--- config.mk ---
export PLATFORM = sky130hd
export DESIGN_NAME = uart_rx_pkt_parser
export DESIGN_NICKNAME = d
export VERILOG_FILES = /design/src/rtl/uart_rx_pkt_parser.sv
export SDC_FILE = /design/constraint.sdc
export NUM_CORES = 1
export LEC_CHECK = 0
export CAP_MARGIN = 20
export CORE_MARGIN = 10
export CORE_UTILIZATION = 60
export CTS_BUF_LIST = sky130_fd_sc_hd__clkbuf_8
export CTS_CLUSTER_SIZE = 14
export DETAILED_ROUTE_END_ITERATION = 8
export GPL_TIMING_DRIVEN = 1
export PLACE_DENSITY = 0.79
export SYNTH_ARGS = -nofsm -noshare
export SYNTH_HDL_FRONTEND = slang
export SYNTH_SLANG_ARGS = --single-unit
export TNS_END_PERCENT = 100
--- constraint.sdc ---
create_clock -name CLK -period 2.15 [get_ports CLK]
set_input_delay 0.43 -clock CLK [delete_from_list [all_inputs] [get_ports CLK]]
set_output_delay 0.43 -clock CLK [all_outputs]
set_load 0.005 [all_outputs]
--- src/rtl/uart_rx_pkt_parser.sv ---
// uart_rx_pkt_parser: frames UART bytes as SOF,LEN,payload,XOR checksum and forwards verified payloads.
module uart_rx_pkt_parser #(
  parameter int DATA_WIDTH = 8,
  parameter int MAX_LEN = 16,
  parameter logic [DATA_WIDTH-1:0] SOF = 8'hA5,
  parameter int TIMEOUT_CYC = 100000
) (
  input  logic                  CLK,
  input  logic                  RESET,
  input  logic [DATA_WIDTH-1:0] IN_DATA,
  input  logic                  IN_VALID,
  input  logic                  IN_ERR,
  output logic [DATA_WIDTH-1:0] OUT_DATA,
  output logic                  OUT_VALID,
  input  logic                  OUT_READY,
  output logic                  OUT_LAST,
  output logic                  PKT_OK,
  output logic                  CHK_ERR,
  output logic                  LEN_ERR,
  output logic                  TO_ERR,
  output logic                  RX_ERR,
  output logic                  OVERRUN,
  output logic [2:0]            STATE_DBG
);
  localparam int PW = $clog2(MAX_LEN);
  localparam int TW = $clog2(TIMEOUT_CYC + 1);
  typedef enum logic [2:0] {
    S_IDLE = 3'd0,
    S_LEN = 3'd1,
    S_PAYLOAD = 3'd2,
    S_CHK = 3'd3,
    S_DRAIN = 3'd4
  } state_t;
  state_t r_state, w_next;
  logic [DATA_WIDTH-1:0] r_buf [MAX_LEN];
  logic [DATA_WIDTH-1:0] r_chk;
  logic [PW-1:0] r_last, r_wr, r_rd;
  logic [TW-1:0] r_to;
  logic w_acc, w_timed, w_to, w_len_ok, w_ok, w_cerr, w_lerr, w_rerr, w_ovr;
  assign w_acc = IN_VALID & ~IN_ERR;
  assign w_timed = (r_state == S_LEN) | (r_state == S_PAYLOAD) | (r_state == S_CHK);
  assign w_to = w_timed & ~IN_VALID & (r_to == TW'(TIMEOUT_CYC - 1));
  assign w_len_ok = (IN_DATA != '0) && (IN_DATA <= DATA_WIDTH'(MAX_LEN));
  always_comb begin
    w_next = r_state;
    w_ok = 1'b0;
    w_cerr = 1'b0;
    w_lerr = 1'b0;
    w_rerr = 1'b0;
    w_ovr = 1'b0;
    case (r_state)
      S_IDLE: w_next = (w_acc && IN_DATA == SOF) ? S_LEN : S_IDLE;
      S_LEN: begin
        w_next = !w_acc ? S_LEN : w_len_ok ? S_PAYLOAD : S_IDLE;
        w_lerr = w_acc & ~w_len_ok;
      end
      S_PAYLOAD: w_next = (w_acc && r_wr == r_last) ? S_CHK : S_PAYLOAD;
      S_CHK: begin
        w_ok = w_acc & (IN_DATA == r_chk);
        w_cerr = w_acc & (IN_DATA != r_chk);
        w_next = w_ok ? S_DRAIN : w_cerr ? S_IDLE : S_CHK;
      end
      S_DRAIN: begin
        w_ovr = IN_VALID;
        w_next = (OUT_READY && r_rd == r_last) ? S_IDLE : S_DRAIN;
      end
      default: w_next = S_IDLE;
    endcase
    if (w_timed && IN_VALID && IN_ERR) begin
      w_rerr = 1'b1;
      w_next = S_IDLE;
    end
    if (w_to) w_next = S_IDLE;
  end
  always_ff @(posedge CLK) begin
    if (!RESET) begin
      r_state <= S_IDLE;
      r_chk <= '0;
      r_last <= '0;
      r_wr <= '0;
      r_rd <= '0;
      r_to <= '0;
    end else begin
      r_state <= w_next;
      r_to <= (w_timed && !IN_VALID) ? r_to + TW'(1) : '0;
      r_rd <= (r_state != S_DRAIN) ? '0 : OUT_READY ? r_rd + PW'(1) : r_rd;
      if (r_state == S_LEN && w_acc) begin
        r_last <= PW'(IN_DATA - 1);
        r_chk <= IN_DATA;
        r_wr <= '0;
      end
      if (r_state == S_PAYLOAD && w_acc) begin
        r_chk <= r_chk ^ IN_DATA;
        r_wr <= r_wr + PW'(1);
      end
    end
  end
  // Payload storage needs no reset: it is only read in DRAIN, which requires a fresh fill.
  always_ff @(posedge CLK)
    if (r_state == S_PAYLOAD && w_acc) r_buf[r_wr] <= IN_DATA;
  assign OUT_VALID = (r_state == S_DRAIN);
  assign OUT_DATA = OUT_VALID ? r_buf[r_rd] : '0;
  assign OUT_LAST = OUT_VALID && (r_rd == r_last);
  assign STATE_DBG = r_state;
  assign PKT_OK = w_ok & RESET;
  assign CHK_ERR = w_cerr & RESET;
  assign LEN_ERR = w_lerr & RESET;
  assign TO_ERR = w_to & RESET;
  assign RX_ERR = w_rerr & RESET;
  assign OVERRUN = w_ovr & RESET;
endmodule
Yosys cells after proc, flatten, opt, wreduce, memory -nomap -nowiden
Memories as Yosys holds them, arrays and structs flattened. A register that Yosys moved wholly into a read port is not among the register bits.
Index checks and enable logic that the tools add are counted.

cells by class
  $add $sub $neg = 4
  magnitude comparators = 1
  equal/unequal tests = 11
  mux-type cells = 22
  bitwise gates (word level) = 19
  reductions and logical operators = 17

operators with widths
  operator               count
  $mux 8                 3
  $add 17x1->17 const B  1
  $eq 17x17->1 const B   1
  $mux 4                 4
  $pmux 3 s5             1
  $and 1x1->1            12
  $logic_and 1x1->1      10
  $mux 1                 9
  $add 4x1->4 const B    2
  $eq 4x4->1             2
  $eq 8x8->1             1
  $eq 8x8->1 const B     1
  $le 8x5->1 const B     1
  $ne 8x8->1             1
  $reduce_bool 8->1      1
  $xor 8x8->8            1
  $eq 3x2->1 const B     2
  $mux 2                 3
  $mux 3                 2
  $not 1->1              4
  $sub 4x1->4 const B    1
  $eq 3x1->1 const B     1
  $eq 3x3->1 const B     1
  $logic_not 3->1        1
  7 further kinds        8

storage, ports and cells
  register bits after elaboration = 40
  memory bits (writable) = 128
  bits of input ports = 13
  output and inout port bits = 19
  memories = 1

memories
  name   words  width  read ports  clocked after memory_dff  wr ports  RTL line  source
  r_buf  16     8      1           1                         1         35        logic [DATA_WIDTH-1:0] r_buf [MAX_LEN];

Depth between registers and ports, before layout
  depth after elaboration = 7
  depth in mapped cells = 7
  depth with buffers taken out = 6

Worst setup path after synthesis
No wires, ideal clock.

  kind = reg-to-output
  start point = register (tool-made name)
  end point = output port OUT_DATA[0]
  data arrival time = 1472 ps
  data required time = 1720 ps
  path slack = 248 ps
  stages on the path, launching flop included = 6
  cells stage by stage = dfxtp_1 buf_2 buf_2 mux4_2 mux2i_1 o22ai_1

RTL lines
  what           RTL line  source
  end, declared  13        output logic [DATA_WIDTH-1:0] OUT_DATA,

==> impl_results.md <==
- Number of different library cells in the post-synthesis netlist: 49
- Post-synth top cells: edfxtp_1 (128), dfxtp_1 (44), mux4_2 (32), nor2_1 (28)
- Tot Pwr: 0.00615 W
- H-tree levels: 4
- Cell area after layout: 9160 um^2
- Avg Vias per Cell: 6.27
- Initial Utilization: 61.0%
- Ant diodes: 0
- Top Metal Used: met4
- Sinks on Clock Net: 172
- Post-synthesis cell type with the largest combined area: edfxtp_1
- Static power due to leakage: between 3 and 4 nW
- Critical Setup Path Class: reg2out
- Final routed wirelength across all metal layers: about 18,000 um
- Final number of setup-violating endpoints: 10
- Violations in the final reports: negative setup slack
- Worst hold slack: ~0.45 ns
- Fraction of synthesized cell area in xor and xnor cells: 3.86%
- Hold wc startpoint: r_to[0]$_SDFF_PN0_
- Die ar.: 16,900 um^2
- Number of placed instances, taps included: roughly 720
- Maximum root-to-sink buffer count: 2
- Average wire per cell in the routed design: 23.2 um
- Total number of nets in the final design: 628
- Synthesized flop and latch total: 172
- Number of flops mapped to enable cells by yosys: 128
- Width of the die: 130 um
- Final Max Slew Viols: 0
- Critical Path Fanout Max: 5
- Number of input and output port buffers inserted: 31
- Maximum achievable frequency: 390 MHz
- Post-synth top flop: edfxtp_1
- Maximum number of pins on one net before global-route repair: 29
- Std cell rows: 40
- Post-layout worst setup margin: -0.412 ns
- Reg-to-Reg End: r_buf[15][0]$_DFFE_PP_
- Register clock-pin slew on the reported worst setup and hold paths: 0.08 ns
- GRT Total Usage: 21.8%
- Maxcap violations: 0
- Met3 routed wirelength: 1310 um
- Share of final-layout standard cells stronger than drive strength 1: 36.0%
- Wire length of the first global-routing pass: 27,100 um
- Number of global-route vias before repair: 4,805
- Wire length on met2: 9200 um
- Number of buffers added to fix hold violations after cts: 0
- Unrepaired setup endpoints after global routing: true
- Number of standard cells after synthesis: 488
- Synth Area in Simple Gates: 9.34%
- M1 WL: ~7000 um
- Final critical delay including setup and external delays: 2.56 ns
- Total clock buffers created by CTS: 17
- Most instantiated library cell after synthesis: edfxtp_1
- Main combinational cell family by area after synthesis: multiplexers
- Core box area: 11,900 um^2
- Cell area after technology mapping: 7260 um^2
- Synthesized area per cell: 14.9 um^2
- Class of the most critical hold timing path: reg2reg
- DP HPWL: 11,600 um
- Worst hold endpoint: r_to[0]$_SDFF_PN0_
- Hold Fails Final Rpt: 0
- Share of the synthesized area in compound gates (AO/OA/AOI/OAI): 5.50%
- Data arrival time at the worst-slack endpoint: 2.13 ns
- Final ANT Viol Nets: 0
- CTS tree: yes
- Yosys Warn Count: 0
- Clock latency on the worst-skew pair: 0.46 ns
- Residual overflow from global routing: 0
- Core Util, Final: 76.9%
- Synth Net Count: 510
- Iteration-0 DRC Markers: ~440
- Sort of element at the start of the critical path: flip-flop
- Cell count of the worst reg-to-reg path: 9
- Period utilization: 119%
- Slew at the pin closest to its max-slew limit: 0.669 ns
- Async set-reset flop share out of synthesis: 0%
- Post-synthesis sequential area ratio: 65.0%
- Max VDD drop: 351 uV
- Total via count in the routed design: 4,800
- Top-level I/O count: 32
- Data required, critical path: 1.72 ns
- Origin of the critical flop-to-flop path: STATE_DBG[2]$_SDFF_PP0_
- Clock tree skew after final layout: around 0.017 ns
- Post-synthesis adder-cell area fraction: ~1.6%
- Area added between synthesis and finish: 26.1%
- Die Span Y: 130 um
- Reg2Reg Setup Slack: about 0.010 ns
- Normalized max-slew margin: 54.7%
- Placement Cell Area: 8440 um^2
- Mux contribution to synthesized area: 12.3%
- Portion of synthesized cell area occupied by the leading cell type: 52.9%
- RD Place Congestion: 0.904
- Cell at the root of the clock tree: clkbuf_8
- Top post-synthesis cells by area: edfxtp_1 (53%), dfxtp_1 (12%), mux4_2 (9.9%), xor2_1 (2.5%), mux2i_1 (2.3%)
- Worst Hold Depth: 1
- Run status: finished, violations left
- Power density over the cells: 671 nW/um^2
- Filler-free cell count of the finished design: around 770
- Number of antenna violations at the first check in global routing: 0
- Residual DRC: 0
- Drt pass-1 iters: 5
- Kind of end point of the critical path: primary output
==> cell usage in the layout, fill, tap and decap left out, types with 3 or more instances in the layout <==
master | Yosys | routed
edfxtp_1 | 128 | 128
buf_4 | 0 | 66
dfxtp_1 | 44 | 32
mux4_2 | 32 | 32
nor2_1 | 28 | 26
inv_1 | 19 | 22
nand2_1 | 21 | 21
clkbuf_8 | 0 | 20
xor2_1 | 21 | 19
buf_12 | 0 | 19
a21oi_1 | 18 | 16
buf_2 | 9 | 15
dfxtp_2 | 0 | 11
o21ai_0 | 11 | 11
xnor2_1 | 11 | 10
nand4_1 | 10 | 10
and2_1 | 14 | 9
mux2i_1 | 17 | 8
mux2i_2 | 0 | 8
nand3_1 | 10 | 8
ha_1 | 9 | 8
o221ai_1 | 7 | 7
dlygate4sd2_1 | 0 | 7
o22ai_1 | 8 | 6
a211oi_1 | 7 | 6
and2_4 | 0 | 5
and4_1 | 6 | 5
clkdlybuf4s50_1 | 0 | 5
or3_1 | 5 | 4
nor3_1 | 7 | 4
buf_6 | 1 | 4
and3_1 | 4 | 3
or4_1 | 3 | 3
bufinv_16 | 0 | 3
==> worst max-delay path, stage by stage, from the launching register on <==
cell and delay [ns]:
dfxtp_4 0.45, buf_12 0.15, buf_6 0.10, mux4_2 0.51, mux2i_1 0.20, o22ai_1 0.10
buf_2 0.16
==> per-layer routing <==
metal / vias up / track usage [%]
li1: 2117 / -
met5: - / 0
met3: 31 / 5.07
met1: 2421 / 26.6
met4: 0 / 8.13
met2: 231 / 37.1
==> repair_timing <==
| action | in CTS | in global routing |
|---|---|---|
| cloned | 3 | 0 |
| gates resized for setup | 108 | 32 |
| setup endpoints to repair | 16 | 142 |
| setup buffers | 9 | 3 |
| pin swaps | 11 | 10 |
==> per-stage QoR <==
stage                     setup TNS, ns  worst slack, ns
after floorplan                       0            0.248
after global placement           -36.37           -0.776
after detailed placement         -45.26           -0.845
after CTS                         -3.52           -0.475
after global routing              -4.04           -0.513
final                             -2.96           -0.412
==> power by group <==
part	switching, W	internal, W
clock network	0.00113	0.00123
registers	0.00000622	0.00356
logic	0.000134	0.0000871
==> how the worst max path moves through the flow <==
stage | from | to | slack, ns
CTS | flip-flop | OUT_DATA[7] | -0.48
finish | flip-flop | OUT_DATA[6] | -0.41
global placement | IN_DATA[1] | PKT_OK | -0.78
floorplan | flip-flop | OUT_DATA[0] | 0.25
detailed placement | IN_DATA[1] | PKT_OK | -0.84
global route | flip-flop | OUT_DATA[6] | -0.51
==> layout make-up <==
| class | count | area, um^2 |
|---|---|---|
| Clock buffer | 20 | 275 |
| Clock inverter | 12 | 148 |
| Tap cell | 147 | 184 |
| Multi-Input combinational cell | 274 | 2560 |
| Fill cell | 678 | 2750 |
| Timing Repair Buffer | 122 | 1170 |
| Inverter | 19 | 71.3 |
| Sequential cell | 172 | 4740 |
==> state kept, by name (all words and copies together), names as in the netlist, named ones only <==
register   count
r_wr           4
r_chk          8
r_rd           4
STATE_DBG      3
r_to          17
r_last         4
r_buf        128
==> kinds of logic (layout without fill, tap and decap cells) <==
kind of cell | count (synthesis) | in the layout
xor+xnor | 32 | 32
buf+inv | 42 | 173
fa+ha+maj | 9 | 9
flops | 172 | 172
simple gates | 123 | 123
compound gates | 61 | 61
mux | 49 | 49
(Power assumes the default switching activity.)
